File: config.mk
export PLATFORM = sky130hd
export DESIGN_NAME = display_control
export DESIGN_NICKNAME = d
export VERILOG_FILES = /design/src/rtl/display_control.sv
export SDC_FILE = /design/constraint.sdc
export NUM_CORES = 1
export LEC_CHECK = 0
export ABC_AREA = 1
export BUFFER_PORTS_ARGS = -buffer_cell sky130_fd_sc_hd__buf_2
export CORE_MARGIN = 8
export CORE_UTILIZATION = 50
export DETAILED_ROUTE_END_ITERATION = 12
export PLACE_DENSITY = 0.81
export SYNTH_ARGS = -nofsm -noshare
export SYNTH_HDL_FRONTEND = slang
export SYNTH_SLANG_ARGS = --single-unit
File: constraint.sdc
create_clock -name clock -period 3.56 [get_ports clock]
set_input_delay 0.178 -clock clock [delete_from_list [all_inputs] [get_ports clock]]
set_output_delay 0.178 -clock clock [all_outputs]
set_load 0.01 [all_outputs]
File: src/rtl/display_control.sv
// Control FSM and counters for the note-display datapath: grid clear, beat
// timing, shifting the song, and a pixel-by-pixel redraw of three note boxes.
module display_control #(
  parameter int unsigned GRID_W      = 240,
  parameter int unsigned GRID_H      = 120,
  parameter int unsigned BOX_W       = 60,
  parameter int unsigned BOX_H       = 20,
  parameter int unsigned BEAT_CYCLES = 7204,
  parameter int unsigned SONG_BEATS  = 16
) (
  input  logic        clock,
  input  logic        reset,
  input  logic        go,
  output logic        shiftSong,
  output logic        loadStartAddress,
  output logic        loadX,
  output logic        loadY,
  output logic        loadDefault,
  output logic        writeDefault,
  output logic        writeToScreen,
  output logic        songDone,
  output logic [15:0] gridCounter,
  output logic [1:0]  boxCounter,
  output logic [15:0] pixelCount
);

  localparam int unsigned TW = (BEAT_CYCLES > 1) ? $clog2(BEAT_CYCLES) : 1;
  localparam int unsigned BW = $clog2(SONG_BEATS + 1);

  localparam logic [7:0]    GX_LAST    = 8'(GRID_W - 1);
  localparam logic [6:0]    GY_LAST    = 7'(GRID_H - 1);
  localparam logic [7:0]    BX_LAST    = 8'(BOX_W - 1);
  localparam logic [6:0]    BY_LAST    = 7'(BOX_H - 1);
  localparam logic [TW-1:0] TIMER_LAST = TW'(BEAT_CYCLES - 1);
  localparam logic [BW-1:0] BEAT_LAST  = BW'(SONG_BEATS);

  typedef enum logic [3:0] {
    CLR_LOAD,
    CLR_WRITE,
    IDLE,
    WAIT_BEAT,
    SHIFT,
    BOX_SETUP,
    BOX_LOAD,
    BOX_WRITE,
    CHECK,
    DONE
  } state_t;

  state_t        state_q, state_d;
  logic          init_q, init_d;
  logic [7:0]    gx_q, gx_d;
  logic [6:0]    gy_q, gy_d;
  logic [7:0]    px_q, px_d;
  logic [6:0]    py_q, py_d;
  logic [1:0]    box_q, box_d;
  logic [BW-1:0] beat_q, beat_d;
  logic [TW-1:0] timer_q, timer_d;

  logic shift_song_q, shift_song_d;
  logic load_start_q, load_start_d;
  logic load_xy_q, load_xy_d;
  logic load_default_q, load_default_d;
  logic write_default_q, write_default_d;
  logic write_screen_q, write_screen_d;
  logic song_done_q, song_done_d;

  always_comb begin
    state_d = state_q;
    init_d  = 1'b0;
    gx_d    = gx_q;
    gy_d    = gy_q;
    px_d    = px_q;
    py_d    = py_q;
    box_d   = box_q;
    beat_d  = beat_q;
    timer_d = timer_q;

    unique case (state_q)
      CLR_LOAD: state_d = CLR_WRITE;
      CLR_WRITE: begin
        if (gx_q == GX_LAST && gy_q == GY_LAST) begin
          gx_d    = '0;
          gy_d    = '0;
          state_d = IDLE;
        end else begin
          if (gy_q == GY_LAST) begin
            gy_d = '0;
            gx_d = gx_q + 8'd1;
          end else begin
            gy_d = gy_q + 7'd1;
          end
          state_d = CLR_LOAD;
        end
      end
      IDLE: begin
        if (go) begin
          timer_d = '0;
          state_d = WAIT_BEAT;
        end
      end
      WAIT_BEAT: begin
        if (go) begin
          if (timer_q == TIMER_LAST) begin
            state_d = SHIFT;
          end else begin
            timer_d = timer_q + TW'(1);
          end
        end
      end
      SHIFT: begin
        box_d   = '0;
        px_d    = '0;
        py_d    = '0;
        state_d = BOX_SETUP;
      end
      BOX_SETUP: state_d = BOX_LOAD;
      BOX_LOAD:  state_d = BOX_WRITE;
      BOX_WRITE: begin
        if (!(px_q == BX_LAST && py_q == BY_LAST)) begin
          if (py_q == BY_LAST) begin
            py_d = '0;
            px_d = px_q + 8'd1;
          end else begin
            py_d = py_q + 7'd1;
          end
          state_d = BOX_LOAD;
        end else if (box_q < 2'd2) begin
          box_d   = box_q + 2'd1;
          px_d    = '0;
          py_d    = '0;
          state_d = BOX_SETUP;
        end else begin
          box_d   = 2'd3;
          beat_d  = beat_q + BW'(1);
          state_d = CHECK;
        end
      end
      CHECK: begin
        if (beat_q == BEAT_LAST) begin
          state_d = DONE;
        end else begin
          timer_d = '0;
          state_d = WAIT_BEAT;
        end
      end
      DONE: begin
        beat_d  = '0;
        state_d = CLR_LOAD;
      end
      default: state_d = CLR_LOAD;
    endcase

    // First edge after reset release stays in CLR_LOAD so its strobe is emitted.
    if (init_q) begin
      state_d = CLR_LOAD;
    end

    shift_song_d    = (state_d == SHIFT);
    load_start_d    = (state_d == BOX_SETUP);
    load_xy_d       = (state_d == BOX_LOAD);
    load_default_d  = (state_d == CLR_LOAD);
    write_default_d = (state_d == CLR_WRITE);
    write_screen_d  = (state_d == CLR_WRITE) || (state_d == BOX_WRITE);
    song_done_d     = (state_d == DONE);
  end

  always_ff @(posedge clock or negedge reset) begin
    if (!reset) begin
      state_q         <= CLR_LOAD;
      init_q          <= 1'b1;
      gx_q            <= '0;
      gy_q            <= '0;
      px_q            <= '0;
      py_q            <= '0;
      box_q           <= 2'd3;
      beat_q          <= '0;
      timer_q         <= '0;
      shift_song_q    <= 1'b0;
      load_start_q    <= 1'b0;
      load_xy_q       <= 1'b0;
      load_default_q  <= 1'b0;
      write_default_q <= 1'b0;
      write_screen_q  <= 1'b0;
      song_done_q     <= 1'b0;
    end else begin
      state_q         <= state_d;
      init_q          <= init_d;
      gx_q            <= gx_d;
      gy_q            <= gy_d;
      px_q            <= px_d;
      py_q            <= py_d;
      box_q           <= box_d;
      beat_q          <= beat_d;
      timer_q         <= timer_d;
      shift_song_q    <= shift_song_d;
      load_start_q    <= load_start_d;
      load_xy_q       <= load_xy_d;
      load_default_q  <= load_default_d;
      write_default_q <= write_default_d;
      write_screen_q  <= write_screen_d;
      song_done_q     <= song_done_d;
    end
  end

  assign shiftSong        = shift_song_q;
  assign loadStartAddress = load_start_q;
  assign loadX            = load_xy_q;
  assign loadY            = load_xy_q;
  assign loadDefault      = load_default_q;
  assign writeDefault     = write_default_q;
  assign writeToScreen    = write_screen_q;
  assign songDone         = song_done_q;
  assign gridCounter      = {1'b0, gx_q, gy_q};
  assign boxCounter       = box_q;
  assign pixelCount       = {1'b0, px_q, py_q};

endmodule

==> results.md, run 1 <==
* Power per cell area at roughly 400 nW/um^2
* Placement Rows at 30
* Crit Path Category: reg2reg
* Sequential element share of the synthesized area at 0.453
* Fraction of post-synthesis cell area in the top cell type by area at 0.430
* Die width at approximately 99 um
* Number of maximum-capacitance violations at 0
* Met2 Usage GRT at 0.272
* Total negative slack for setup checks at 0 ns
* Number of nets with antenna violations after detailed routing at 0
* Vias in the first global route at roughly 2900
* TritonCTS clock tree: done
* Result of the run: finished clean
* Arrival time at the worst endpoint at approximately 2.1 ns
* Wire length of the first global-routing pass at approximately 13 mm
* Starting Density at 0.511
* Worst-case vdd ir drop at between 0.15 and 0.2 mV
* Type of destination of the critical path: register
* Leading register cell type out of synthesis: sky130_fd_sc_hd__dfrtp_1
* Final critical path time including I/O delays and setup at 1.87 ns
* Total power at between 0.0015 and 0.002 W
* Final RePlAce weighted congestion at roughly 1
* Leakage power total at ~2 nW
* Gate count after technology mapping at 436
* Global route total overflow at 0
* Cell area after synthesis at 3430 um^2
* Max-slew violations at 0
* Hold buffer count at cts at 0
* Distinct cell type count of the synthesized netlist at 38
* Core Box Area at around 6700 um^2
* Per-instance average area after synthesis at slightly below 8 um^2
* Num ports at 45
* Launch instance of the worst register-to-register path: gy_q[0]
* Ranking of synthesized cells by area: sky130_fd_sc_hd__dfrtp_1, sky130_fd_sc_hd__nand2_1, sky130_fd_sc_hd__inv_1
* Clock H-tree levels at 3
* Layout cells sized above 1 at 0.175
* Gr usage total at 0.162
* Final Net Count at 496
* First element of the critical path: gy_q[0]
* Cell taking the most area after synthesis: sky130_fd_sc_hd__dfrtp_1
* Least setup slack across all paths after layout at around 1.7 ns
* Total via count in the routed design at 3022
* Final Core Density at 0.581
* Worst min-delay path category: in2async
* Data required time at the worst endpoint at ~3.8 ns
* Share of synthesized registers carrying an async set or reset at 1.00
* Final Hold Viols at 0
* Starting DRC count in detailed routing at between 100 and 150
* Number of antenna repair diodes at 0
* Die area at between 9000 and 10000 um^2
* Unrepaired setup endpoints after global routing: no
* Post-CTS Setup Repair Bufs at 0
* Met3 Resource Use GR at 0.0507
* Average wire per standard cell at approximately 13 um
* Clock skew at approximately 0.011 ns
* Largest net degree at the start of global routing at between 40 and 50
* Gates resized, CTS repair at 0
* Met1 demand-to-capacity share in global routing at 0.183
* Finish-stage setup viols at 0
* Peak-usage layer in the global routing report: met2
* DRC at 0
* Clk Latency, worst-skew pair at between 0.3 and 0.4 ns
* Number of clock sinks at 62
* Chip height at roughly 99 um
* Clock tree root driver cell: sky130_fd_sc_hd__clkbuf_8
* Actual slew at the worst max-slew pin at ~1 ns
* Number of vias per cell at about 5.3
* Setup crit start kind: register
* Antenna violations before repair at 0
* Post-synth EDFFs at 0
* Maximum operating frequency at roughly 540 MHz
* Total length of routed wires at 7.55 mm
* Number of buffers created by CTS at 9
* Final worst-path cycle share at 0.524
* Total of flip-flops plus latches after synthesis at 62
* Buffers added on ports at 42
* P&R area growth vs syn at 13.7%
* Hpwl dp at 5.63 mm
* Worst slew slack as a fraction of its limit at 0.316
* Drt pass-1 iters at 4
* Synth warn at 0
* Clock transition at the registers of the reported paths at approximately 0.080 ns
* Worst setup slack after placement at 1.73 ns
* CTS max path bufs at 2
* Top fanout value on the critical path at 7
[layer usage]
metal	wire length [um]	vias to the layer above
met5	0	-
met4	130	0
met3	366	11
met2	3730	67
met1	3330	1425
li1	-	1519
[per-stage QoR]
stage / cells / instance area, um^2 / hold slack [ns]
2_1_floorplan: 438 / 3440 / -0.118
3_3_place_gp: 555 / 3700 / 0.414
3_5_place_dp: 555 / 3700 / 0.419
4_1_cts: 571 / 3900 / 0.0368
5_1_grt: 571 / 3900 / 0.103
6_report: 571 / 3900 / 0.0163
[worst max-delay path: stages, from the launching register on]
cell                      delay, ns
sky130_fd_sc_hd__dfrtp_1       0.42
sky130_fd_sc_hd__ha_1          0.19
sky130_fd_sc_hd__nand2_1       0.10
sky130_fd_sc_hd__nor3_2        0.27
sky130_fd_sc_hd__nand2_2       0.17
sky130_fd_sc_hd__inv_1         0.16
sky130_fd_sc_hd__nand2_1       0.10
sky130_fd_sc_hd__nor2_1        0.09
sky130_fd_sc_hd__nand2_1       0.07
sky130_fd_sc_hd__and3_1        0.18
[registers in the layout (all words and copies together), names as in the netlist]
name              flops
loadX                 1
init_q                1
px_q                  8
timer_q              13
loadStartAddress      1
beat_q                5
gx_q                  8
loadDefault           1
gy_q                  7
py_q                  7
writeDefault          1
state_q               4
boxCounter            2
writeToScreen         1
shiftSong             1
songDone              1
[layout make-up]
class / instances / area (um^2)
clock buffer: 11 / 141
clock inverter: 5 / 58.8
fill: 585 / 2820
inverter: 61 / 229
multi-input combinational: 309 / 1600
sequential: 62 / 1560
tap: 80 / 100
timing repair buffer: 43 / 218
[power breakdown]
group	switching (W)	total (W)	internal, W
combinational	0.0000760	0.000123	0.0000474
sequential	0.0000378	0.000774	0.000736
clock	0.000286	0.000629	0.000342
[synth_stat cells (2+ instances only)]
master / instances
sky130_fd_sc_hd__xor2_1: 10
sky130_fd_sc_hd__nand2_1: 93
sky130_fd_sc_hd__inv_2: 2
sky130_fd_sc_hd__ha_1: 7
sky130_fd_sc_hd__nand3_1: 31
sky130_fd_sc_hd__nor2_2: 2
sky130_fd_sc_hd__nand4_1: 14
sky130_fd_sc_hd__nor3_1: 22
sky130_fd_sc_hd__buf_4: 4
sky130_fd_sc_hd__nor2_4: 4
sky130_fd_sc_hd__nor2_1: 46
sky130_fd_sc_hd__nand2_2: 7
sky130_fd_sc_hd__dfrtp_1: 59
sky130_fd_sc_hd__xnor2_1: 2
sky130_fd_sc_hd__a21oi_1: 12
sky130_fd_sc_hd__o31ai_1: 2
sky130_fd_sc_hd__inv_1: 58
sky130_fd_sc_hd__nand2_4: 3
sky130_fd_sc_hd__dfstp_2: 3
sky130_fd_sc_hd__nor3_2: 2
sky130_fd_sc_hd__o21a_1: 2
sky130_fd_sc_hd__o21ai_0: 32
sky130_fd_sc_hd__or2_2: 3
sky130_fd_sc_hd__o22ai_1: 2
[worst paths after layout]
kind	to	slack, ns	depth (start not counted)
worst min-delay path	px_q[3]	0.02	1
min in group clock	loadX	0.28	5
worst min register to register	boxCounter[0]	0.50	2
worst max-delay path	gx_q[7]	1.69	9
max in group asynchronous	init_q	2.67	2
worst max register to register	gx_q[7]	1.69	9
[cells in the final DEF, fill, tap and decap left out, types with 2 or more instances in the layout]
cell type	n
sky130_fd_sc_hd__o21a_1	2
sky130_fd_sc_hd__conb_1	3
sky130_fd_sc_hd__inv_1	58
sky130_fd_sc_hd__dfrtp_1	59
sky130_fd_sc_hd__nand2_2	7
sky130_fd_sc_hd__dfstp_2	3
sky130_fd_sc_hd__nand4_1	14
sky130_fd_sc_hd__xor2_1	10
sky130_fd_sc_hd__nor2_1	46
sky130_fd_sc_hd__a21oi_1	12
sky130_fd_sc_hd__o22ai_1	2
sky130_fd_sc_hd__ha_1	7
sky130_fd_sc_hd__nor2_4	4
sky130_fd_sc_hd__nor3_1	22
sky130_fd_sc_hd__or2_2	3
sky130_fd_sc_hd__clkbuf_8	10
sky130_fd_sc_hd__clkinvlp_4	2
sky130_fd_sc_hd__nand2_4	3
sky130_fd_sc_hd__buf_2	42
sky130_fd_sc_hd__nand2_1	93
sky130_fd_sc_hd__nor2_2	2
sky130_fd_sc_hd__inv_2	2
sky130_fd_sc_hd__o31ai_1	2
sky130_fd_sc_hd__nor3_2	2
sky130_fd_sc_hd__nand3_1	31
sky130_fd_sc_hd__o21ai_0	32
sky130_fd_sc_hd__xnor2_1	2
[cells by family after synthesis]
group                    count (synthesis)  synth area share
buffers and inverters                   67            0.0831
other                                    1           0.00109
XOR/XNOR                                12            0.0306
AND/OR/NAND/NOR                        232             0.316
adder cells (fa/ha/maj)                  7            0.0255
AO/OA/AOI/OAI                           55            0.0900
flip-flops                              62             0.453
Power figures use the tool's default switching activity.
==> inputs of run 2 (changes only) <==
- ABC_AREA: 1 -> 0
- clock period: 3.56 -> 1.9 ns (I/O delays scaled with it)
==> results.md, run 2 <==
* Actual slew at the worst max-slew pin at 0.532 ns (-0.494 ns)
* Register-to-Register Setup Slack at -0.06 ns (-1.75 ns)
* Power per cell area at 655 nW/um^2 (+68%)
* Worst stage delay on the critical path at 0.37 ns (-0.05 ns)
* Max-slew violations at 0 (unchanged)
* Cell area after synthesis at 3390 um^2 (-1.3%)
* Average wire per standard cell at 15.9 um (+20%)
* Slowest-stage cell, CP: sky130_fd_sc_hd__dfrtp_1
* Chip height at 98.3 um (-0.54%)
* FF-to-FF path depth at 7 (-2)
* Largest net degree at the start of global routing at 29 (-38%)
* Total of flip-flops plus latches after synthesis at 62 (unchanged)
* Clock transition at the registers of the reported paths at 0.06 ns (-0.02 ns)
* Clock tree root driver cell: sky130_fd_sc_hd__clkbuf_8
* TritonCTS clock tree: done
* Die width at 98.3 um (-0.54%)
* Sequential element share of the synthesized area at 0.459 (+0.00586)
* Core Box Area at 6680 um^2 (-0.56%)
* Global route total overflow at 0 (unchanged)
* Placement Rows at 30 (unchanged)
* Synth warn at 0 (unchanged)
* Final worst-path cycle share at 1.03 (+0.508)
* Final Net Count at 441 (-11%)
* Final Hold Viols at 0 (unchanged)
* Total power at 0.00285 W (+87%)
* Number of vias per cell at 5.70 (+7.7%)
* Least setup slack across all paths after layout at -0.0610 ns (-1.75 ns)
* Worst min-delay path category: in2reg
* Number of clock sinks at 62 (unchanged)
* Maximum operating frequency at 510 MHz (-4.8%)
* Number of cells on the critical path at 7 (-2)
* Worst-case vdd ir drop at 0.371 mV (+110%)
* First element of the critical path: px_q[1]
* Arrival time at the worst endpoint at 2.22 ns (+0.13 ns)
* Wire length of the first global-routing pass at 13.2 mm (+2.9%)
* Type of destination of the critical path: register
* Layout cells sized above 1 at 0.392 (+0.217)
* Starting Density at 0.507 (-0.00368)
* DRC at 0 (unchanged)
* Hpwl dp at 5.70 mm (+1.3%)
* Setup crit start kind: register
* Per-instance average area after synthesis at 10.1 um^2 (+29%)
* Die area at 9670 um^2 (-1.1%)
* Fraction of post-synthesis cell area in the top cell type by area at 0.436 (+0.00556)
* Destination of the critical timing path: writeToScreen
* Unrepaired setup endpoints after global routing: yes
* Final critical path time including I/O delays and setup at 1.96 ns (+0.0944 ns)
* Result of the run: complete, but fails checks
* Peak-usage layer in the global routing report: met2
* Met1 demand-to-capacity share in global routing at 0.209 (+0.0259)
* Number of buffers created by CTS at 9 (unchanged)
* Cell with the most instances after synthesis: sky130_fd_sc_hd__dfrtp_1
* Biggest register: timer_q
* Most common cell after layout, fill and taps aside: sky130_fd_sc_hd__dfrtp_1
* Met2 Usage GRT at 0.265 (-0.00704)
* Launch instance of the worst register-to-register path: px_q[1]
* Distinct cell type count of the synthesized netlist at 68 (+79%)
* Leading register cell type out of synthesis: sky130_fd_sc_hd__dfrtp_1
* Data required time at the worst endpoint at 2.16 ns (-1.63 ns)
* CTS max path bufs at 2 (unchanged)
* Total length of routed wires at 8.15 mm (+7.9%)
* Clock skew at 0.00668 ns (-0.00390 ns)
* Worst slew slack as a fraction of its limit at 0.644 (+0.328)
* Number of maximum-capacitance violations at 0 (unchanged)
* Clk Latency, worst-skew pair at 0.33 ns (-0.02 ns)
* Finish-stage setup viols at 8 (+8)
* Total negative slack for setup checks at -0.303 ns (-0.303 ns)
* Leading registers by flop count: timer_q: 13 flops, gx_q: 8 flops, px_q: 8 flops
* Cells on Worst Hold Path at 3
* Flip-flop count of the largest register after layout at 13 (unchanged)
* Leading cell types in the layout, fill and taps excluded: sky130_fd_sc_hd__dfrtp_1, sky130_fd_sc_hd__buf_4, sky130_fd_sc_hd__buf_2, sky130_fd_sc_hd__nor2_1, sky130_fd_sc_hd__nand2_1
* P&R area growth vs syn at 28.5%
* Gr usage total at 0.167 (+0.00513)
* Worst Path Buf+Inv at 0 (-1)
* Share of synthesized registers carrying an async set or reset at 1.00 (unchanged)
* CP delay by family, top: simple AND/OR/NAND/NOR gates
* Total via count in the routed design at 2930 (-3.0%)
* Top cells by instance count after synthesis: sky130_fd_sc_hd__dfrtp_1, sky130_fd_sc_hd__nor2_1, sky130_fd_sc_hd__nand2_1
* Num ports at 45 (unchanged)
* Number of nets with antenna violations after detailed routing at 0 (unchanged)
* Buffers added on ports at 42 (unchanged)
* Ranking of synthesized cells by area: sky130_fd_sc_hd__dfrtp_1, sky130_fd_sc_hd__nor2_1, sky130_fd_sc_hd__xor2_1
* Starting DRC count in detailed routing at 131 (-1.5%)
* Leakage power total at 2.09 nW (+3.9%)
* Gate count after technology mapping at 334 (-23%)
* Post-synth EDFFs at 0 (unchanged)
* Crit Path Category: reg2reg
* Final RePlAce weighted congestion at 0.888 (-9.0%)
* Antenna violations before repair at 0 (unchanged)
* FF-to-FF End: writeToScreen
* Clock H-tree levels at 3 (unchanged)
* Violated checks: setup timing
* Top fanout value on the critical path at 4 (-3)
* Cell taking the most area after synthesis: sky130_fd_sc_hd__dfrtp_1
* Met3 Resource Use GR at 0.0377 (-0.0130)
* Vias in the first global route at 2925 (-0.81%)
* Number of antenna repair diodes at 0 (unchanged)
* Final Core Density at 0.651 (+0.0709)
* Critical Path, Cell by Cell: ha_2, nor4b_4, and4_4, a32oi_4, a21oi_4, nand2_2, o21ai_2
* Drt pass-1 iters at 4 (unchanged)
-- run 2: cell type report --
cell class	count	area [um^2]
fill	522	2330
multi-input combinational	254	1890
sequential	62	1560
timing repair buffer	95	618
clock buffer	12	145
tap	80	100
inverter	9	33.8
clock inverter	2	10.0
-- run 2: worst reg2reg max path: stages (launching register included) --
cell,delay [ns]
sky130_fd_sc_hd__dfrtp_1,0.37
sky130_fd_sc_hd__ha_2,0.21
sky130_fd_sc_hd__nor4b_4,0.33
sky130_fd_sc_hd__and4_4,0.36
sky130_fd_sc_hd__a32oi_4,0.15
sky130_fd_sc_hd__a21oi_4,0.23
sky130_fd_sc_hd__nand2_2,0.10
sky130_fd_sc_hd__o21ai_2,0.13
-- run 2: routing by layer --
layer	routed length (um)	vias to the layer above
met2	3950	87
met3	412	16
met1	3610	1436
li1	-	1391
met5	0	-
met4	179	0
-- run 2: power breakdown --
part,internal [W],switching [W],total (W)
sequential,0.00140,0.0000769,0.00147
combinational,0.000199,0.000231,0.000429
clock,0.000490,0.000461,0.000951
-- run 2: per-stage QoR --
| step | worst slack [ns] | instance area (um^2) | hold WS (ns) | cells |
|---|---|---|---|---|
| 2_1_floorplan | 0.0383 | 3400 | -0.201 | 336 |
| 3_3_place_gp | -0.00420 | 3930 | 0.0620 | 488 |
| 3_5_place_dp | -0.0803 | 3930 | 0.0740 | 488 |
| 4_1_cts | 0.00865 | 4190 | 0.154 | 505 |
| 5_1_grt | -0.159 | 4350 | 0.172 | 514 |
| 6_report | -0.0610 | 4350 | 0.157 | 514 |
-- run 2: how the worst min path moves through the flow --
stage               slack, ns   from         end
floorplan               -0.20  reset   beat_q[0]
global placement         0.06  reset     gy_q[5]
detailed placement       0.07  reset     gy_q[6]
CTS                      0.15     go  state_q[2]
global route             0.17     go  state_q[2]
finish                   0.16     go  state_q[2]
-- run 2: cells by family (layout without fill, tap and decap cells) --
group | Yosys count | count (layout) | share of synthesized area
compound gates | 57 | 57 | 0.112
xor+xnor | 24 | 24 | 0.0620
fa+ha+maj | 7 | 7 | 0.0258
buf+inv | 20 | 118 | 0.0380
flops | 62 | 62 | 0.459
mux | 4 | 4 | 0.0126
other cells | 1 | 3 | 0.00111
simple gates | 159 | 159 | 0.290
-- run 2: repair_timing --
action / 4_1_cts / 5_1_grt
gates cloned: 0 / 0
gates resized for setup: 15 / 24
hold endpoints to repair: 18 / 0
buffers inserted: 2 / 9
hold buffers: 1 / 0
pin swaps: 6 / 16
setup endpoints to repair: 16 / 30
==> inputs of run 3 (changes only) <==
- TNS_END_PERCENT: default -> 30
==> results.md, run 3 (synthesis results as in run 2) <==
* Result of the run: complete, but fails checks
* Violated checks: setup timing
* Final critical path time including I/O delays and setup at 1.96 ns (-0.00489 ns)
* Number of antenna repair diodes at 0 (unchanged)
* Fill cell count at 535 (+2.5%)
* Antenna violations before repair at 0 (unchanged)
* Number of nets with antenna violations after detailed routing at 0 (unchanged)
* TritonCTS clock tree: done
* Data required time at the worst endpoint at 2.16 ns (about the same)
* Layout Cell Area excl Fill at 4300 um^2 (-1.3%)
* Average wire per standard cell at 15.7 um (-0.86%)
* Crit Path Category: reg2reg
* FF+latch area at 1560 um^2 (unchanged)
* Max-slew violations at 0 (unchanged)
* Clock tree root driver cell: sky130_fd_sc_hd__clkbuf_8
* Biggest register: timer_q
* Hpwl dp at 5.70 mm (unchanged)
* Worst stage delay on the critical path at 0.36 ns (about the same)
* Leakage power total at 2.07 nW (-0.91%)
* Clk Latency, worst-skew pair at 0.33 ns (about the same)
* Total negative slack for setup checks at -0.221 ns (+0.0822 ns)
* Placement-stage cell area at 3930 um^2 (unchanged)
* Cell count after placement at 488 (unchanged)
* Core Box Area at 6680 um^2 (unchanged)
* Vias in the first global route at 2930 (+0.17%)
* Number of standard cells in the final layout excluding fillers at 510 (-0.78%)
* Clock skew at 0.00585 ns (-0.000836 ns)
* Clk network pwr share at 0.336 (+0.003)
* Final Hold Viols at 0 (unchanged)
* Top fanout value on the critical path at 4 (unchanged)
* Combinational group share of total power at 0.146 (-0.004)
* Critical Path, Cell by Cell: ha_2, nor4b_4, and4_4, a32oi_2, a21oi_2, nand2_2, o21ai_2
* Final RePlAce weighted congestion at 0.888 (unchanged)
* Largest net degree at the start of global routing at 29 (unchanged)
* Chip height at 98.3 um (unchanged)
* Placement Rows at 30 (unchanged)
* Unrepaired setup endpoints after global routing: yes
* Proportion of total power due to net switching at 0.270 (+0.000464)
* Internal cell power at 0.00207 W (-0.50%)
* Most common cell after layout, fill and taps aside: sky130_fd_sc_hd__dfrtp_1
* Layout cells sized above 1 at 0.386 (-0.00566)
* Number of maximum-capacitance violations at 0 (unchanged)
* Final Core Density at 0.643 (-0.00861)
* Num ports at 45 (unchanged)
* Type of destination of the critical path: register
* Slowest-stage cell, CP: sky130_fd_sc_hd__dfrtp_1
* Number of buffers created by CTS at 9 (unchanged)
* Final worst-path cycle share at 1.03 (-0.00257)
* Global route total overflow at 0 (unchanged)
* Worst-case vdd ir drop at 0.356 mV (-4.0%)
* Setup crit start kind: register
* Finish-stage setup viols at 5 (-3)
* Leading cell types in the layout, fill and taps excluded: sky130_fd_sc_hd__dfrtp_1, sky130_fd_sc_hd__buf_4, sky130_fd_sc_hd__buf_2, sky130_fd_sc_hd__nor2_1, sky130_fd_sc_hd__nand2_1
* Leading registers by flop count: timer_q: 13 flops, gx_q: 8 flops, px_q: 8 flops
* Die width at 98.3 um (unchanged)
* P&R area growth vs syn at 26.8%
* CTS max path bufs at 2 (unchanged)
* Number of clock sinks at 62 (unchanged)
* Worst min-delay path category: in2reg
* Flip-flop count of the largest register after layout at 13 (unchanged)
* Total via count in the routed design at 2856 (-2.5%)
* Total length of routed wires at 8.02 mm (-1.6%)
* Final Net Count at 437 (-0.91%)
* Clock transition at the registers of the reported paths at 0.06 ns (about the same)
* Number of vias per cell at 5.60 (-1.8%)
* Drt pass-1 iters at 4 (unchanged)
* Starting Density at 0.507 (unchanged)
* Die area at 9670 um^2 (unchanged)
* Clock H-tree levels at 3 (unchanged)
* Least setup slack across all paths after layout at -0.0561 ns (+0.00489 ns)
* Total power at 0.00284 W (-0.43%)
* Part of the total power dissipated in sequential elements at 0.518 (+0.002)
* Maximum operating frequency at 511 MHz (+0.25%)
* Starting DRC count in detailed routing at 137 (+4.6%)
* Arrival time at the worst endpoint at 2.22 ns (about the same)
* Gr usage total at 0.166 (-0.000627)
* Multi-input logic area at 1850 um^2 (-1.7%)
* Buffers added on ports at 42 (unchanged)
* DRC at 0 (unchanged)
* Power per cell area at 661 nW/um^2 (+0.90%)
* Switching power of the nets at 0.000766 W (-0.26%)
* Wire length of the first global-routing pass at 13.2 mm (unchanged)
## run 3: what timing repair did
| item | CTS | global route |
|---|---|---|
| pin swaps | 2 | 12 |
| hold buffers | 1 | 0 |
| hold endpoints to repair | 18 | 0 |
| resized for setup | 6 | 27 |
| endpoints found under the setup margin | 16 | 37 |
| buffers inserted | 1 | 6 |
## run 3: layout make-up
type | count | share of cell area
clock buffer | 12 | 0.0338
tap | 80 | 0.0233
sequential | 62 | 0.363
inverter | 9 | 0.00786
timing repair buffer | 91 | 0.138
clock inverter | 2 | 0.00233
multi-input combinational | 254 | 0.432
## run 3: worst paths after layout
path	startpoint	to	slack, ns	cells after the start
worst max-delay path	px_q[1]	writeToScreen	-0.06	7
worst min-delay path	go	state_q[2]	0.19	3
worst max register to register	px_q[1]	writeToScreen	-0.06	7
worst min register to register	timer_q[0]	timer_q[0]	0.51	1
max in group asynchronous	reset	beat_q[3]	1.07	3
min in group asynchronous	reset	gy_q[2]	0.24	2
## run 3: routing by layer
layer  track usage  up-vias  share of wire
li1              -     1378              -
met1         0.207     1371           0.45
met2         0.263       88           0.48
met3        0.0377       19          0.047
met4        0.0862        0          0.026
met5             0        -              0
## run 3: metrics by stage
stage          hold slack, ns  worst slack, ns
3_5_place_dp           0.0740          -0.0803
4_1_cts                 0.157          -0.0309
3_3_place_gp           0.0620         -0.00420
2_1_floorplan          -0.201           0.0383
5_1_grt                 0.202           -0.152
6_report                0.188          -0.0561
## run 3: critical path: cells and delay by family, from the launching register on
family / cells / cell delay (ns)
AOI/OAI and AO/OA: 3 / 0.58
and+or+nand+nor: 3 / 0.74
adders and majority gates: 1 / 0.20
DFF: 1 / 0.36
## run 3: power by group through the flow
stage          clock network (W)  registers (W)  logic [W]
2_1_floorplan                  0        0.00153   0.000177
3_3_place_gp                   0        0.00149   0.000385
3_5_place_dp                   0        0.00149   0.000401
4_1_cts                 0.000972        0.00147   0.000411
5_1_grt                  0.00102        0.00149   0.000456
6_report                0.000955        0.00147   0.000415
